[config.mk]
export PLATFORM = sky130hd
export DESIGN_NAME = puzzle_move_sequencer
export DESIGN_NICKNAME = d
export VERILOG_FILES = /design/src/rtl/puzzle_pkg.sv /design/src/rtl/puzzle_tile_swap.sv /design/src/rtl/puzzle_move_sequencer.sv
export SDC_FILE = /design/constraint.sdc
export NUM_CORES = 1
export LEC_CHECK = 0
export ABC_AREA = 1
export CAP_MARGIN = 20
export CORE_MARGIN = 2
export CORE_UTILIZATION = 50
export DETAILED_ROUTE_END_ITERATION = 7
export GPL_ROUTABILITY_DRIVEN = 1
export PLACE_DENSITY = 0.74
export RECOVER_POWER = 100
export SKIP_LAST_GASP = 1
export SLEW_MARGIN = 10
export SYNTH_ARGS = -nofsm -noshare
export SYNTH_HDL_FRONTEND = slang
export SYNTH_HIERARCHICAL = 1
export SYNTH_SLANG_ARGS = --single-unit
[constraint.sdc]
create_clock -name clk -period 2.45 [get_ports clk]
set_input_delay 0.245 -clock clk [delete_from_list [all_inputs] [get_ports clk]]
set_output_delay 0.245 -clock clk [all_outputs]
set_load 0.02 [all_outputs]
[src/rtl/puzzle_pkg.sv]
// Shared types and constants for the 3x3 sliding-puzzle move sequencer.
package puzzle_pkg;

  localparam int TILE_W = 4;

  localparam logic [11:0] GOAL_R1 = 12'h123;
  localparam logic [11:0] GOAL_R2 = 12'h456;
  localparam logic [11:0] GOAL_R3 = 12'h780;

  typedef enum logic [1:0] {
    DIR_L = 2'd0,
    DIR_R = 2'd1,
    DIR_U = 2'd2,
    DIR_D = 2'd3
  } dir_e;

  typedef enum logic [1:0] {
    S_EMPTY  = 2'd0,
    S_PLAY   = 2'd1,
    S_MOVE   = 2'd2,
    S_SOLVED = 2'd3
  } state_e;

  // Cell k of the board is element k, row-major with 0 = top-left.
  typedef logic [8:0][TILE_W-1:0] board_t;

  function automatic board_t pack_rows(input logic [11:0] a, input logic [11:0] b,
                                       input logic [11:0] c);
    board_t t;
    for (int k = 0; k < 3; k++) begin
      t[k]     = a[11-4*k -: TILE_W];
      t[3 + k] = b[11-4*k -: TILE_W];
      t[6 + k] = c[11-4*k -: TILE_W];
    end
    return t;
  endfunction

  function automatic logic [11:0] row_of(input board_t t, input int r);
    return {t[3*r], t[3*r + 1], t[3*r + 2]};
  endfunction

endpackage

[src/rtl/puzzle_tile_swap.sv]
// Combinational single-move engine: swaps the blank with its neighbour in direction dir.
module puzzle_tile_swap
  import puzzle_pkg::*;
(
  input  logic [11:0] row1_i,
  input  logic [11:0] row2_i,
  input  logic [11:0] row3_i,
  input  logic [3:0]  blank_i,
  input  dir_e        dir_i,
  output logic [11:0] row1_o,
  output logic [11:0] row2_o,
  output logic [11:0] row3_o,
  output logic [3:0]  blank_o,
  output logic        legal_o
);

  board_t     cur;
  board_t     nxt;
  logic [3:0] tgt;
  logic       legal;

  assign cur = pack_rows(row1_i, row2_i, row3_i);

  // NOTE: every signal written here gets a default first so no latch is inferred.
  always_comb begin
    nxt     = cur;
    tgt     = blank_i;
    legal   = 1'b0;
    unique case (dir_i)
      DIR_L: begin legal = !(blank_i inside {4'd0, 4'd3, 4'd6}); tgt = blank_i - 4'd1; end
      DIR_R: begin legal = !(blank_i inside {4'd2, 4'd5, 4'd8}); tgt = blank_i + 4'd1; end
      DIR_U: begin legal = (blank_i >= 4'd3);                    tgt = blank_i - 4'd3; end
      DIR_D: begin legal = (blank_i <= 4'd5);                    tgt = blank_i + 4'd3; end
    endcase
    legal = legal && (blank_i <= 4'd8);
    if (legal) begin
      nxt[tgt]     = cur[blank_i];
      nxt[blank_i] = cur[tgt];
    end
  end

  assign row1_o  = row_of(nxt, 0);
  assign row2_o  = row_of(nxt, 1);
  assign row3_o  = row_of(nxt, 2);
  assign blank_o = legal ? tgt : blank_i;
  assign legal_o = legal;

endmodule

[src/rtl/puzzle_move_sequencer.sv]
// Sliding-puzzle board owner: debounced buttons, one move per press, solve detection.
// Optional move budget / game_over port enabled by defining PUZZLE_MOVE_LIMIT_EN.
module puzzle_move_sequencer
  import puzzle_pkg::*;
#(
  parameter logic [19:0] DEBOUNCE_CYC = 20'd1000000,
  parameter int          MOVE_W       = 10
`ifdef PUZZLE_MOVE_LIMIT_EN
  ,
  parameter int          MAX_MOVES    = 200
`endif
) (
  input  logic              clk,
  input  logic              rst_n,
  input  logic              load,
  input  logic [11:0]       row1_in,
  input  logic [11:0]       row2_in,
  input  logic [11:0]       row3_in,
  input  logic              btn_l,
  input  logic              btn_r,
  input  logic              btn_u,
  input  logic              btn_d,
  output logic [11:0]       r1,
  output logic [11:0]       r2,
  output logic [11:0]       r3,
  output logic [3:0]        blank_pos,
  output logic [MOVE_W-1:0] move_count,
  output logic              solved,
  output logic              illegal,
  output logic              load_err
`ifdef PUZZLE_MOVE_LIMIT_EN
  ,
  output logic              game_over
`endif
);

  localparam logic [19:0] DB_LAST = DEBOUNCE_CYC - 20'd1;

  logic [3:0] btn;
  logic [3:0] press_evt;

  assign btn = {btn_d, btn_u, btn_r, btn_l};

  // Armed debouncers count consecutive highs; disarmed ones count consecutive lows.
  for (genvar g = 0; g < 4; g++) begin : g_db
    logic [19:0] cnt_q;
    logic        armed_q;
    logic        evt_q;

    always_ff @(posedge clk or negedge rst_n) begin
      if (!rst_n) begin
        cnt_q   <= '0;
        armed_q <= 1'b1;
        evt_q   <= 1'b0;
      end else begin
        evt_q <= 1'b0;
        if (btn[g] == armed_q) begin
          if (cnt_q == DB_LAST) begin
            cnt_q   <= '0;
            armed_q <= !armed_q;
            evt_q   <= armed_q;
          end else begin
            cnt_q <= cnt_q + 20'd1;
          end
        end else begin
          cnt_q <= '0;
        end
      end
    end

    assign press_evt[g] = evt_q;
  end

  dir_e pick_dir;
  always_comb begin
    if      (press_evt[DIR_L]) pick_dir = DIR_L;
    else if (press_evt[DIR_R]) pick_dir = DIR_R;
    else if (press_evt[DIR_U]) pick_dir = DIR_U;
    else                       pick_dir = DIR_D;
  end

  board_t     ld_board;
  logic       zero_found;
  logic [3:0] zero_idx;

  assign ld_board = pack_rows(row1_in, row2_in, row3_in);

  // Scan downwards so the lowest-index blank wins.
  always_comb begin
    zero_found = 1'b0;
    zero_idx   = 4'd0;
    for (int k = 8; k >= 0; k--) begin
      if (ld_board[k] == '0) begin
        zero_found = 1'b1;
        zero_idx   = 4'(k);
      end
    end
  end

  state_e            state_q;
  dir_e              dir_q;
  logic [11:0]       r1_q, r2_q, r3_q;
  logic [3:0]        blank_q;
  logic [MOVE_W-1:0] count_q;
  logic              solved_q, illegal_q, load_err_q, chk_q;
  logic [11:0]       sw_r1, sw_r2, sw_r3;
  logic [3:0]        sw_blank;
  logic              sw_legal;
  logic              goal_hit;
  logic              limit_hit;

  puzzle_tile_swap u_swap (
    .row1_i  (r1_q),
    .row2_i  (r2_q),
    .row3_i  (r3_q),
    .blank_i (blank_q),
    .dir_i   (dir_q),
    .row1_o  (sw_r1),
    .row2_o  (sw_r2),
    .row3_o  (sw_r3),
    .blank_o (sw_blank),
    .legal_o (sw_legal)
  );

  assign goal_hit = (r1_q == GOAL_R1) && (r2_q == GOAL_R2) && (r3_q == GOAL_R3);

`ifdef PUZZLE_MOVE_LIMIT_EN
  logic game_over_q;
  assign limit_hit = (count_q == MOVE_W'(MAX_MOVES));
  assign game_over = game_over_q;
`else
  assign limit_hit = 1'b0;
`endif

  // NOTE: sequential state uses non-blocking assignments only, so every register sees pre-edge values.
  always_ff @(posedge clk or negedge rst_n) begin
    if (!rst_n) begin
      state_q    <= S_EMPTY;
      dir_q      <= DIR_L;
      r1_q       <= '0;
      r2_q       <= '0;
      r3_q       <= '0;
      blank_q    <= '0;
      count_q    <= '0;
      solved_q   <= 1'b0;
      illegal_q  <= 1'b0;
      load_err_q <= 1'b0;
      chk_q      <= 1'b0;
`ifdef PUZZLE_MOVE_LIMIT_EN
      game_over_q <= 1'b0;
`endif
    end else begin
      illegal_q  <= 1'b0;
      load_err_q <= 1'b0;
      if (load) begin
        r1_q     <= row1_in;
        r2_q     <= row2_in;
        r3_q     <= row3_in;
        count_q  <= '0;
        solved_q <= 1'b0;
        chk_q    <= 1'b0;
`ifdef PUZZLE_MOVE_LIMIT_EN
        game_over_q <= 1'b0;
`endif
        blank_q  <= zero_idx;
        if (zero_found) begin
          state_q <= S_PLAY;
        end else begin
          load_err_q <= 1'b1;
          state_q    <= S_EMPTY;
        end
      end else begin
        unique case (state_q)
          S_EMPTY, S_SOLVED: ;
          S_PLAY: begin
            chk_q <= 1'b0;
            // Solve/budget checks look at the board registered by the previous move.
            if (chk_q && goal_hit) begin
              solved_q <= 1'b1;
              state_q  <= S_SOLVED;
            end else if (chk_q && limit_hit) begin
`ifdef PUZZLE_MOVE_LIMIT_EN
              game_over_q <= 1'b1;
`endif
              state_q <= S_SOLVED;
            end else if (|press_evt) begin
              dir_q   <= pick_dir;
              state_q <= S_MOVE;
            end
          end
          S_MOVE: begin
            if (sw_legal) begin
              r1_q    <= sw_r1;
              r2_q    <= sw_r2;
              r3_q    <= sw_r3;
              blank_q <= sw_blank;
              if (count_q != '1) count_q <= count_q + 1'b1;
              chk_q   <= 1'b1;
            end else begin
              illegal_q <= 1'b1;
            end
            state_q <= S_PLAY;
          end
        endcase
      end
    end
  end

  assign r1         = r1_q;
  assign r2         = r2_q;
  assign r3         = r3_q;
  assign blank_pos  = blank_q;
  assign move_count = count_q;
  assign solved     = solved_q;
  assign illegal    = illegal_q;
  assign load_err   = load_err_q;

endmodule

==> results of run 1 <==
synth_stat cells, types with 19 or more instances:
cell                      number  area share, %
sky130_fd_sc_hd__nand2_2      30            1.8
sky130_fd_sc_hd__nand4_1      21            1.3
sky130_fd_sc_hd__nor2_1      227            8.2
sky130_fd_sc_hd__a31oi_1      37            2.2
sky130_fd_sc_hd__dfrtp_1     142             34
sky130_fd_sc_hd__a21oi_1      36            1.7
sky130_fd_sc_hd__xnor2_1      19            1.6
sky130_fd_sc_hd__nor3_1       43            2.1
sky130_fd_sc_hd__nand3_1     124            6.0
sky130_fd_sc_hd__xor2_1       24            2.0
sky130_fd_sc_hd__inv_1       128            4.6
sky130_fd_sc_hd__o21ai_0      35            1.7
sky130_fd_sc_hd__nand2_1     480             17
through the flow:
| step | cell area [sq um] | power [uW] |
|---|---|---|
| floorplan | 10400 | 6030 |
| global placement | 11800 | 7670 |
| detailed placement | 11800 | 7700 |
| CTS | 12500 | 10700 |
| global route | 12800 | 11900 |
| finish | 12800 | 11300 |
power by group through the flow:
stage / Combinational (uW) / Sequential [uW] / Clock, uW
6_report: 5170 / 3230 / 2910
5_1_grt: 5590 / 3260 / 3050
4_1_cts: 4550 / 3210 / 2940
3_5_place_dp: 4450 / 3250 / 0
3_3_place_gp: 4420 / 3250 / 0
2_1_floorplan: 2720 / 3310 / 0
timing repair:
action / in CTS / in global routing
cloned: 1 / 3
resized for setup: 8 / 87
pin swaps: 3 / 58
endpoints found under the setup margin: 17 / 47
endpoints found under the hold margin: 48 / 0
buffers inserted: 2 / 17
hold buffers: 1 / 0
layout make-up:
class | instances | area [sq um]
clock buffer | 20 | 447
timing repair buffer | 148 | 1440
inverter | 153 | 593
fill | 1864 | 7460
clock inverter | 12 | 203
tap | 270 | 338
sequential | 146 | 3660
multi-input combinational | 1204 | 6160
worst max-delay path by stage:
| stage | start | end | slack [ns] |
|---|---|---|---|
| floorplan | blank_pos[0] | r3[4] | 0.02 |
| global placement | dir_q[0] | r2[4] | -0.08 |
| detailed placement | dir_q[0] | r2[4] | -0.11 |
| CTS | blank_pos[1] | r1[4] | 0.002 |
| global route | dir_q[0] | r2[1] | -0.13 |
| finish | blank_pos[1] | r1[4] | -0.10 |
cell families after synthesis:
group	count (synthesis)	synth area share [%]
buffers and inverters	189	7.66
adder cells (fa/ha/maj)	12	1.52
AND/OR/NAND/NOR	1009	44.5
AO/OA/AOI/OAI	136	7.47
flip-flops	146	35.2
XOR/XNOR	43	3.62
sequential cells by signal, summed over array words and instances (netlist names), 4 cells and up:
name / cells
blank_pos: 4
g_db.armed_q: 4
r2: 12
r3: 12
move_count: 10
r1: 12
g_db.evt_q: 4
g_db.cnt_q: 80
worst max-delay path, cell delays in order (launching register included):
cell                       delay [ns]
sky130_fd_sc_hd__dfrtp_2         0.44
sky130_fd_sc_hd__clkinv_2        0.12
sky130_fd_sc_hd__fa_2            0.59
sky130_fd_sc_hd__inv_2           0.06
sky130_fd_sc_hd__nand2_4         0.13
sky130_fd_sc_hd__nand2_4         0.09
sky130_fd_sc_hd__nor2_1          0.15
sky130_fd_sc_hd__inv_2           0.12
sky130_fd_sc_hd__nor2_4          0.12
sky130_fd_sc_hd__nand3_1         0.08
sky130_fd_sc_hd__nand2_1         0.09
sky130_fd_sc_hd__nand2_1         0.07
sky130_fd_sc_hd__nand2_1         0.11
sky130_fd_sc_hd__nand2_1         0.09
sky130_fd_sc_hd__a31oi_1         0.21
metal layers:
metal | GRT usage, % | vias to the layer above
met1 | 39.0 | 5061
met3 | 5.83 | 67
li1 | - | 5208
met5 | 0 | -
met2 | 47.1 | 422
met4 | 10.2 | 0
==> run metrics, run 1 <==
Clock Power Share 25.8%; detailed-routed wire length on met3 2.54 mm; Yosys warnings 6; maximum clock insertion buffer count 2; synthesized instance count 1535; clock transition at the registers of the reported paths approximately 0.07 ns; num rows 52; Initial DRT Pass Iterations 5; number of cells in the finished layout apart from fillers 1953; Sw Share 43.6%; number of hold violations in the final report 0; clock root cell sky130_fd_sc_hd__clkbuf_16; classification of the worst setup path reg -> reg; Die Area 0.0220 sq mm; clock tree from TritonCTS done; Distinct cells, synth 51; data arrival at the endpoint of the critical path 2.90 ns; Post-Route Skew about 0.013 ns; area growth from synthesis to final layout 23.5%; Chip Height 148 um; internal power of the cells between 6000 and 7000 uW; max capacitance violation total 0; Reg2Reg Capture Point r1[4]; DRC violation total after the first TritonRoute iteration 1049; detail-routed net length per standard cell 16.5 um; worst min-delay path category in -> reg; number of I/O pins 96; via total after detailed routing 10758; leakage power summed over all cells 0.00606 uW; nets 1725; CP Max Fanout 6; VDD IR max 0.607 mV; most frequent cells in the layout sky130_fd_sc_hd__nand2_1 (465), sky130_fd_sc_hd__nor2_1 (223), sky130_fd_sc_hd__dfrtp_1 (140); Worst Hold Margin 0.234 ns; Comb power frac 45.7%; register-to-register path setup slack -0.10 ns; min Tclk post-route around 2.6 ns; switching pwr 4940 uW; endpoint class of the critical path flip-flop; most common library cell in the layout ignoring fill and taps sky130_fd_sc_hd__nand2_1; Post-Synthesis Cell Area roughly 0.010 sq mm; max layer used met4; total global routing overflow 0; wire length on met2 15.0 mm; fraction of layout instances using a drive strength above 1 14.1%; final setup margin -0.103 ns; CP startpoint kind flip-flop; worst slack after detailed placement -0.113 ns; Fmax achieved 0.392 GHz; failing checks setup timing; final core utilization 63.3%; Sequential Power Share 28.5%; Routed met1 length 13.8 mm; Max Slew Vio Count 0; #FFs+latches synth 146; critical hold path startpoint load; horizontal extent of the die roughly 150 um; final total negative setup slack -0.208 ns; H-tree depth reported by CTS 4; CTS Sinks between 100 and 150; worst-skew pair later-pin latency 0.43 ns; count of flip-flops with a built-in enable after synthesis 0; startpoint of the worst-slack reg-to-reg timing path blank_pos[1]; Tot GR Track Use 29.1%; Inserted Clock Buffers 17; fraction of the cycle the final worst path needs 104%; initial antenna violation count 1; post-route antenna net violation count 0; post-detail-place hpwl 23.4 mm; RSZ-0062 raised after global routing true; result of the run complete, but fails checks; terminating pin of the worst hold path r1[5]; via count of the first global-routing pass 10090; routability congestion estimate 0.940; predominant post-synthesis flop cell sky130_fd_sc_hd__dfrtp_1; number of buffer cells added on primary ports 95; transition time of the tightest slew-check pin between 1 and 1.5 ns; final count of negative-setup-slack endpoints 9; net count of the mapped netlist ~1600; Cells on Worst Hold Path 3; effective utilization at floorplan 51.2%; wire length of the first global-routing pass 50.6 mm; Total Wirelength between 30 and 40 mm; Async SR Flop Fraction 100%; Vias per Instance 5.51; CP Data Required Time approximately 2.8 ns; power per cell area roughly 900 mW/mm^2; share of the yosys chip area belonging to registers 35.2%; worst reg2reg path depth 14; Residual DRC 0; pin count of the biggest net entering global routing 56; placeable core region just over 0.02 sq mm; headroom to the max-slew limit 13.1%; placed instance count ~1900; final antenna diode count 0; mean area per synthesized cell 6.77 sq um
No activity file was read; power rests on OpenSTA's default activity.
==> run 2: changes to the inputs <==
--- a/config.mk
+++ b/config.mk
@@ -7,7 +7,7 @@
 export LEC_CHECK = 0
 export ABC_AREA = 1
 export CAP_MARGIN = 20
-export CORE_MARGIN = 2
+export CORE_MARGIN = 10
 export CORE_UTILIZATION = 50
 export DETAILED_ROUTE_END_ITERATION = 7
 export GPL_ROUTABILITY_DRIVEN = 1
==> run 2 against run 1 <==
Maximum frequency is 2.3% higher. Sequential cell count is the same. Global-route usage down 5.1 points. Cell count shrank 0.20%. The flow finishes with violations (capacitance limit, slew limit, setup timing). Total power down 2.2%. Non-clock buffer count fell by 4. Critical endpoint is now r3[9]. Critical path depth is 1 higher. Clock skew decreased by 0.0013 ns. Count of clock-buffer cells in the layout decreased by 1. Worst hold slack got worse by 0.11 ns. Die area is 23% higher.
==> run metrics, run 2 (same netlist as run 1, synthesis figures left out) <==
CP Data Required Time between 2 and 3 ns; final setup margin -0.0462 ns; final count of negative-setup-slack endpoints 5; endpoint class of the critical path flip-flop; CTS Sinks 146; Tot GR Track Use 23.9%; Vias per Instance about 5.6; horizontal extent of the die 164 um; Inserted Clock Buffers 17; transition time of the tightest slew-check pin 1.79 ns; Die Area 0.0270 sq mm; register with the most flip-flops g_db.cnt_q; Max Slew Vio Count between 60 and 70; ordered list of cells on the worst path inv_2, nor2_4, fa_2, nand2_2, inv_1, o21ai_4, nand2_4, nor2_2, nand2_2, buf_4, nand3_1, nand3_1, nand2_1, nand2_1, a31oi_1; post-route antenna net violation count 0; VDD IR max roughly 0.63 mV; CP startpoint kind flip-flop; most common library cell in the layout ignoring fill and taps sky130_fd_sc_hd__nand2_1; CP Max Fanout 8; number of hold violations in the final report 0; Total Wirelength 33.1 mm; worst-path cell with the longest stage delay sky130_fd_sc_hd__dfrtp_1; nets 1720; number of buffers and inverters on the critical path 3; pin count of the biggest net entering global routing 70; maximum clock insertion buffer count 2; routability congestion estimate roughly 0.99; final-layout fill cell count 1837; max capacitance violation total 1; area growth from synthesis to final layout 22.1%; Post-Route Skew 0.0112 ns; number of I/O pins 96; min Tclk post-route 2.50 ns; data arrival at the endpoint of the critical path around 2.8 ns; Initial DRT Pass Iterations 6; post-detail-place hpwl 24.3 mm; num rows 52; DRC violation total after the first TritonRoute iteration 1145; H-tree depth reported by CTS 4; failing checks capacitance limit, slew limit, setup timing; Fmax achieved 0.401 GHz; worst-skew pair later-pin latency 0.43 ns; number of flip-flops under the largest register name 80; headroom to the max-slew limit -19.3%; most frequent cells in the layout sky130_fd_sc_hd__nand2_1 (466), sky130_fd_sc_hd__nor2_1 (226), sky130_fd_sc_hd__dfrtp_1 (140); classification of the worst setup path reg -> reg; worst slack after detailed placement -0.0880 ns; clock tree from TritonCTS done; via count of the first global-routing pass 10256; worst min-delay path category in -> reg; wire length of the first global-routing pass a little over 50 mm; result of the run complete, but fails checks; effective utilization at floorplan roughly half; leakage power summed over all cells 0.00599 uW; number of buffer cells added on primary ports 95; area used by multi-input combinational logic 0.00613 sq mm; detail-routed net length per standard cell ~17 um; fraction of the cycle the final worst path needs 102%; RSZ-0062 raised after global routing true; via total after detailed routing around 11000; initial antenna violation count 1; Max stage delay on crit path 0.39 ns; Chip Height roughly 160 um; sequential cell area approximately 0.0037 sq mm; power per cell area 872 mW/mm^2; clock root cell sky130_fd_sc_hd__clkbuf_16; total global routing overflow 0; placeable core region 0.0204 sq mm; fraction of layout instances using a drive strength above 1 a little over an eighth; Worst path top cell family by delay simple AND/OR/NAND/NOR gates; Residual DRC 0; final core utilization 62.4%; clock transition at the registers of the reported paths 0.07 ns
run 2: changes by cell type in the layout (fill, tap and decap cells not counted), moves of 4 or more:
cell                              delta
sky130_fd_sc_hd__clkdlybuf4s50_1    -10
sky130_fd_sc_hd__dlygate4sd3_1      +10
sky130_fd_sc_hd__nor2_4              -5
sky130_fd_sc_hd__buf_6               -4
sky130_fd_sc_hd__bufinv_16           -4
sky130_fd_sc_hd__nand2_8             +4
sky130_fd_sc_hd__o21ai_0             +4
run 2: final cells by class:
| class | count | share of cell area, % |
|---|---|---|
| Clock buffer | 19 | 3.57 |
| Multi-Input combinational cell | 1203 | 48.3 |
| Tap cell | 270 | 2.66 |
| Antenna cell | 1 | 0.0197 |
| Inverter | 153 | 4.66 |
| Sequential cell | 146 | 28.8 |
| Timing Repair Buffer | 144 | 10.9 |
| Clock inverter | 13 | 1.12 |
run 2: worst paths after layout:
| check | from | end | slack [ns] | depth (start not counted) |
|---|---|---|---|---|
| setup / recovery | dir_q[0] | r3[9] | -0.05 | 15 |
| hold / removal | load | move_count[2] | 0.12 | 2 |
| setup reg to reg | dir_q[0] | r3[9] | -0.05 | 15 |
| hold reg to reg | g_db[0].cnt_q[0] | g_db[0].cnt_q[0] | 0.47 | 1 |
| max in group asynchronous | rst_n | blank_pos[0] | 0.42 | 2 |
| min in group asynchronous | rst_n | g_db[0].cnt_q[0] | 0.85 | 2 |
run 2: worst register-to-register path, cell delays in order (launching register included):
cell                      delay, ns
sky130_fd_sc_hd__dfrtp_1       0.39
sky130_fd_sc_hd__inv_2         0.11
sky130_fd_sc_hd__nor2_4        0.06
sky130_fd_sc_hd__fa_2          0.36
sky130_fd_sc_hd__nand2_2       0.09
sky130_fd_sc_hd__inv_1         0.07
sky130_fd_sc_hd__o21ai_4       0.26
sky130_fd_sc_hd__nand2_4       0.12
sky130_fd_sc_hd__nor2_2        0.13
sky130_fd_sc_hd__nand2_2       0.17
sky130_fd_sc_hd__buf_4         0.20
sky130_fd_sc_hd__nand3_1       0.09
sky130_fd_sc_hd__nand3_1       0.08
sky130_fd_sc_hd__nand2_1       0.07
sky130_fd_sc_hd__nand2_1       0.05
sky130_fd_sc_hd__a31oi_1       0.18
run 2: metrics by stage:
step | TNS (ns) | hold slack (ns) | cells | power (uW) | area [sq um]
floorplan | 0 | -0.0506 | 1535 | 6030 | 10400
global placement | -0.133 | 0.309 | 1898 | 7740 | 11800
detailed placement | -0.302 | 0.305 | 1898 | 7780 | 11800
CTS | -0.00113 | 0.112 | 1931 | 10400 | 12400
global route | -2.52 | 0.116 | 1948 | 11700 | 12700
finish | -0.141 | 0.125 | 1949 | 11100 | 12700
run 2: repair_timing:
item / in CTS / in global routing
hold buffers: 1 / 0
gates cloned: 0 / 3
pin swaps: 0 / 44
gates resized for setup: 3 / 75
buffers inserted: 0 / 14
endpoints found under the hold margin: 65 / 0
setup endpoints to repair: 15 / 48
run 2: routing by layer:
| metal | GRT usage (%) | up-vias | wire (um) |
|---|---|---|---|
| met5 | 0 | - | 0 |
| met2 | 38.6 | 464 | 15500 |
| met4 | 7.11 | 0 | 858 |
| met1 | 31.9 | 5115 | 13900 |
| li1 | - | 5207 | - |
| met3 | 4.56 | 68 | 2880 |
run 2: power breakdown:
group	leakage (uW)	switching [uW]	internal (uW)
Clock	0.000292	1150	1490
Sequential	0.00190	524	2670
Combinational	0.00379	3400	1830
==> run 3: changes to the inputs <==
--- a/config.mk
+++ b/config.mk
@@ -7,7 +7,7 @@
 export LEC_CHECK = 0
 export ABC_AREA = 1
 export CAP_MARGIN = 20
-export CORE_MARGIN = 10
+export CORE_MARGIN = 2
 export CORE_UTILIZATION = 50
 export DETAILED_ROUTE_END_ITERATION = 7
 export GPL_ROUTABILITY_DRIVEN = 1
==> results of run 3 <==
Same layout as run 1: the final DEF is identical, and so are final timing and power.
